## src/rtl/base_sram_cntrs_rc.sv

```systemverilog
// Bank of n event counters in a 1R1W SRAM fed by per-channel staging registers; odd slots flush, even slots serve host reads.
// Host read accepted at t returns data at t+2; i_rd_r drops while first pass runs or the 2-entry output buffer is full.
module base_sram_cntrs_rc #(
  parameter int width      = 32,
  parameter int n          = 16,
  parameter int addr_width = $clog2(n),
  parameter int inc_width  = 1,
  parameter bit sat        = 1'b0
) (
  input  logic                   clk,
  input  logic                   reset,
  input  logic [n*inc_width-1:0] i_inc,
  input  logic                   i_rd_v,
  output logic                   i_rd_r,
  input  logic [addr_width-1:0]  i_rd_a,
  input  logic                   i_rd_clr,
  output logic                   o_rd_v,
  input  logic                   o_rd_r,
  output logic [width-1:0]       o_rd_d
);
  localparam int stg_w = inc_width + addr_width + 2;
  localparam int sum_w = ((width > stg_w) ? width : stg_w) + 1;
  localparam logic [sum_w-1:0] sum_max = (sum_w'(1) << width) - sum_w'(1);

  logic                  slot_q;
  logic                  first_pass_q;
  logic [addr_width-1:0] ptr_q;
  logic [stg_w-1:0]      stg_q [n];
  logic [stg_w-1:0]      stg_d [n];

  logic                  fl_vld_q;
  logic                  fl_first_q;
  logic [addr_width-1:0] fl_addr_q;
  logic [stg_w-1:0]      fl_cap_q;

  logic                  hs_vld_q;
  logic                  hs_clr_q;
  logic                  hs_oob_q;
  logic [addr_width-1:0] hs_addr_q;

  logic [width-1:0]      mem [n];
  logic [width-1:0]      rd_dat_q;

  logic [width-1:0]      buf_q [2];
  logic                  buf_wr_q;
  logic                  buf_rd_q;
  logic [1:0]            cnt_q;
  logic [1:0]            cnt_d;

  logic                  host_acc;
  logic                  in_rng;
  logic                  rd_en;
  logic [addr_width-1:0] rd_addr;
  logic                  wr_en;
  logic [addr_width-1:0] wr_addr;
  logic [width-1:0]      wr_dat;
  logic [sum_w-1:0]      fl_sum;
  logic [width-1:0]      fl_dat;
  logic                  push;
  logic                  pop;
  logic [width-1:0]      push_dat;

  assign in_rng   = int'(i_rd_a) < n;
  assign i_rd_r   = ~slot_q & ~first_pass_q & (cnt_q != 2'd2);
  assign host_acc = i_rd_v & i_rd_r;
  assign rd_en    = slot_q | host_acc;
  assign rd_addr  = slot_q ? ptr_q : i_rd_a;

  // First pass ignores whatever the uninitialised SRAM holds.
  always_comb begin
    fl_sum = (fl_first_q ? '0 : sum_w'(rd_dat_q)) + sum_w'(fl_cap_q);
    if (sat && (fl_sum > sum_max)) fl_dat = width'(sum_max);
    else                           fl_dat = fl_sum[width-1:0];
  end

  // Flush writes land in even slots, clears in odd slots, so one write port suffices.
  always_comb begin
    wr_en   = 1'b0;
    wr_addr = fl_addr_q;
    wr_dat  = fl_dat;
    if (fl_vld_q) begin
      wr_en = 1'b1;
    end else if (hs_vld_q && hs_clr_q && !hs_oob_q) begin
      wr_en   = 1'b1;
      wr_addr = hs_addr_q;
      wr_dat  = '0;
    end
  end

  always_comb begin
    for (int i = 0; i < n; i++) begin
      stg_d[i] = ((slot_q && (ptr_q == addr_width'(i))) ? '0 : stg_q[i])
               + stg_w'(i_inc[i*inc_width +: inc_width]);
    end
  end

  // Read data forwards a same-cycle write to the same address.
  always_ff @(posedge clk) begin
    if (wr_en) mem[wr_addr] <= wr_dat;
    if (rd_en) rd_dat_q <= (wr_en && (wr_addr == rd_addr)) ? wr_dat : mem[rd_addr];
  end

  always_ff @(posedge clk or negedge reset) begin
    if (!reset) begin
      slot_q       <= 1'b0;
      first_pass_q <= 1'b1;
      ptr_q        <= '0;
      for (int i = 0; i < n; i++) stg_q[i] <= '0;
      fl_vld_q     <= 1'b0;
      fl_first_q   <= 1'b0;
      fl_addr_q    <= '0;
      fl_cap_q     <= '0;
      hs_vld_q     <= 1'b0;
      hs_clr_q     <= 1'b0;
      hs_oob_q     <= 1'b0;
      hs_addr_q    <= '0;
    end else begin
      slot_q   <= ~slot_q;
      stg_q    <= stg_d;
      fl_vld_q <= slot_q;
      hs_vld_q <= host_acc;
      if (slot_q) begin
        fl_addr_q  <= ptr_q;
        fl_cap_q   <= stg_q[ptr_q];
        fl_first_q <= first_pass_q;
        if (ptr_q == addr_width'(n - 1)) begin
          ptr_q        <= '0;
          first_pass_q <= 1'b0;
        end else begin
          ptr_q <= ptr_q + addr_width'(1);
        end
      end
      if (host_acc) begin
        hs_addr_q <= i_rd_a;
        hs_clr_q  <= i_rd_clr;
        hs_oob_q  <= ~in_rng;
      end
    end
  end

  assign push     = hs_vld_q;
  assign pop      = o_rd_v & o_rd_r;
  assign push_dat = hs_oob_q ? '0 : rd_dat_q;

  always_comb begin
    cnt_d = cnt_q;
    if (push && !pop)      cnt_d = cnt_q + 2'd1;
    else if (pop && !push) cnt_d = cnt_q - 2'd1;
  end

  always_ff @(posedge clk or negedge reset) begin
    if (!reset) begin
      buf_q[0] <= '0;
      buf_q[1] <= '0;
      buf_wr_q <= 1'b0;
      buf_rd_q <= 1'b0;
      cnt_q    <= 2'd0;
    end else begin
      cnt_q <= cnt_d;
      if (push) begin
        buf_q[buf_wr_q] <= push_dat;
        buf_wr_q        <= ~buf_wr_q;
      end
      if (pop) buf_rd_q <= ~buf_rd_q;
    end
  end

  assign o_rd_v = (cnt_q != 2'd0);
  assign o_rd_d = buf_q[buf_rd_q];

endmodule
```

## config.mk

```make
export PLATFORM = sky130hd
export DESIGN_NAME = base_sram_cntrs_rc
export DESIGN_NICKNAME = d
export VERILOG_FILES = /design/src/rtl/base_sram_cntrs_rc.sv
export SDC_FILE = /design/constraint.sdc
export NUM_CORES = 1
export LEC_CHECK = 0
export ABC_AREA = 1
export ABC_CLOCK_PERIOD_IN_PS = 9400
export CAP_MARGIN = 5
export CELL_PAD_IN_SITES_DETAIL_PLACEMENT = 2
export CELL_PAD_IN_SITES_GLOBAL_PLACEMENT = 2
export CORE_MARGIN = 1
export CORE_UTILIZATION = 40
export CTS_CLUSTER_SIZE = 25
export DETAILED_ROUTE_END_ITERATION = 7
export HOLD_SLACK_MARGIN = 0.06
export PLACE_DENSITY = 0.84
export SLEW_MARGIN = 40
export SYNTH_ARGS = -nofsm -noshare
export SYNTH_HDL_FRONTEND = slang
export SYNTH_SLANG_ARGS = --single-unit
```

## constraint.sdc

```tcl
create_clock -name clk -period 9.4 [get_ports clk]
set_input_delay 2.35 -clock clk [delete_from_list [all_inputs] [get_ports clk]]
set_output_delay 2.35 -clock clk [all_outputs]
set_load 0.05 [all_outputs]
```

==> impl_metrics.toml <==
[clock_network]
cts_setup_buffers = 0
hold_buffers = 0
cts_resized = 0
cts-htree-levels = 3
cts_tree = "built"
clkSlewWorstSetupHoldPaths_ns = 0.07
clkLatencyLatePin_ns = 0.66
root_buffer = "clkbuf_16"
cts_buffer_depth = 3
numCtsBuffers = 85
clock_sinks = 749

[finish]
diodes = 0
area_delta_synth_final_pct = 14.2
layout-drive-gt1-share = 0.0662
stdcell_count = 4522
regArea_um2 = 21500
final_common_cell = "nand2_1"
fillCellCount = 8559
most-common-layout-cells = "685 x nand2_1, 544 x edfxtp_1, 430 x inv_1, 279 x nand3_1, 267 x o21ai_0"
finalNetCount = 3443
fin_util = 0.461
multi_input_comb_area_um2 = 10000

[status]
status = "finished, final reports clean"

[synth]
syn_area_um2 = 33700
ys_seq_area_frac = 0.637
synth_warnings = 0
syn-num-nets = 3399
ys_types = 39
synth_cells = 3329
ys_top_cells_by_area = "edfxtp_1 48%, dfrtp_1 15%, nand2_1 7.6%, inv_1 4.8%, nand3_1 4.1%"
yosysTopAreaCell = "edfxtp_1"
syn_area_per_cell_um2 = 10.1
yosysTopAreaCellShare = 0.485
ys_ff_latch = 749

[setup_path]
endpoint_kind = "primary output"
regToRegEndpoint = "stg_q[83]$_DFF_PN0_"
timing_worst_setup_path_type = "flop to primary output"
r2r-start = "ptr_q[0]$_DFFE_PN0P_"
rr_worst_depth = 13
cp-start-kind = "flop"
slowest_stage = "clkdlybuf4s50_1"
cpMostUsedCell = "nand2_1"
cp.arrival_ns = 3.05
path_cells = "buf_4 -> clkinv_2 -> nand2_1 -> nand2_1 -> clkdlybuf4s50_1"
reg2reg_slack_ns = 4.92
cpPeakStageDelay_ns = 0.74
required_ns = 7.05
cp_max_fo = 33

[route]
drt_iter0_markers = 1970
wl_um = 121000
drt-vias-per-instance = 5.71
vias = 25811
wl_met1_um = 47500
drc = 0
wl_met2_um = 63800
top_layer = "met4"
postRouteAntennaNets = 0
dr.pass1.iters = 5
route.met3.wl_um = 4330
wire_per_inst_um = 26.8

[power_and_ir_drop]
finalPower_w = 0.0103
power_leakage_nw = 15.4
ir_worst_vdd_mv = 0.148
cellPowerDensity_nw_per_um2 = 267

[floorplan]
die_area_um2 = 85400
rows = 106
initial_core_util = 0.403
coreArea_um2 = 83600
die_y_um = 292
ios = 59
chipWidth_um = 292

[sta]
worst_slack_ns = 4.00
finalCritPeriodShare = 0.574
hold_viol = 0
period_minus_slack_ns = 5.40
fin_skew_ns = 0.0599
worst_pin_slew_ns = 0.899
rsz0062_at_grt = "no"
fmax_mhz = 185
max_slew_margin = 0.399
setup_viol = 0
drv_slew = 0
finalSetupTns_ns = 0

[global_routing]
antenna_found_initial = 0
grt_max_degree = 220
grt_pass1_wl_um = 179000
grt-ovfl-total = 0
track_usage = 0.277
grt_pass1_vias = 28814

[job]
cap_violations = 0

[placement]
dp.cells = 4362
gp_congestion = 0.800
pre_cts_ws_ns = 2.97
dpl.hpwl_um = 69800
io_buffer_count = 58

[hold_path]
holdPathStages = 1
hp-start = "stg_q[19]$_DFF_PN0_"
hold_end = "stg_q[19]$_DFF_PN0_"
holdCritPathClass = "flop to flop"
## per-layer routing
| metal | GRT usage | vias to the layer above |
|---|---|---|
| met4 | 0.112 | 0 |
| met3 | 0.0287 | 287 |
| met2 | 0.511 | 704 |
| met1 | 0.328 | 13457 |
| met5 | 0 | - |
| li1 | - | 11363 |
## layout make-up
| cell class | instances | area share |
|---|---|---|
| well taps | 1080 | 0.0351 |
| flip-flops and latches | 749 | 0.558 |
| repair buffers | 117 | 0.0304 |
| clock buffers | 125 | 0.0667 |
| clock inverters | 31 | 0.00673 |
| inverters | 439 | 0.0429 |
| multi-input cells | 1981 | 0.260 |
## cell families (layout without fill, tap and decap cells)
group,count (synthesis),after routing,synth area share
flip-flops,749,749,0.637
XOR/XNOR,66,66,0.0172
buffers and inverters,599,712,0.0714
AND/OR/NAND/NOR,1244,1244,0.154
AO/OA/AOI/OAI,626,626,0.104
adder cells (fa/ha/maj),45,45,0.0169
## metrics by stage
stage               cell area (um^2)  hold WS (ns)
finish                         38500         0.450
detailed placement             35500         0.442
global route                   38500         0.482
CTS                            38400         0.452
global placement               35500         0.429
floorplan                      33700         0.413
## critical path: cells and delay by family, from the launching register on
kind / cells / cell delay, ns
and+or+nand+nor: 2 / 0.31
buffers and inverters: 3 / 1.68
DFF: 1 / 0.35
## synthesized netlist by cell type (all sizes together)
library cell and instances:
xor2 44, a211oi 1, dfstp 1, and3 5, nand4 11, nand3 280
a31oi 1, edfxtp 544, or2 1, buf 88, clkbuf 72, o211ai 127
o21a 2, dfrtp 204, xnor2 22, o21ai 274, fa 1, clkinv 3
nor3b 6, inv 436, nand2 688, ha 44, a41oi 7, nor2 212
nand3b 4, nor3 27, nor4 7, a21oi 211, o22ai 3, and2 3
## sequential cells by signal, summed over array words and instances (netlist names), 2 cells and up
register and count:
buf_q 64, cnt_q 2, fl_addr_q 4, fl_cap_q 7
hs_addr_q 4, mem 512, ptr_q 4, rd_dat_q 32
stg_q 112
## power breakdown
group          internal [W]  total (W)  switching [W]
logic              0.000603    0.00235        0.00175
clock network       0.00196    0.00341        0.00145
registers           0.00423    0.00450       0.000266
## worst max path at each step
stage                     slack, ns                 start  cells past startpoint                      to
after floorplan                5.15      slot_q$_DFF_PN0_                      3                  i_rd_r
after global placement         2.86             i_rd_a[2]                     11  rd_dat_q[20]$_DFFE_PP_
after detailed placement       2.97             i_rd_a[2]                     11  rd_dat_q[27]$_DFFE_PP_
after CTS                      3.60             i_rd_a[2]                     11  rd_dat_q[19]$_DFFE_PP_
after global routing           3.87  buf_rd_q$_DFFE_PN0P_                      5              o_rd_d[13]
final                          4.00  buf_rd_q$_DFFE_PN0P_                      5              o_rd_d[25]
Power figures use the tool's default switching activity.
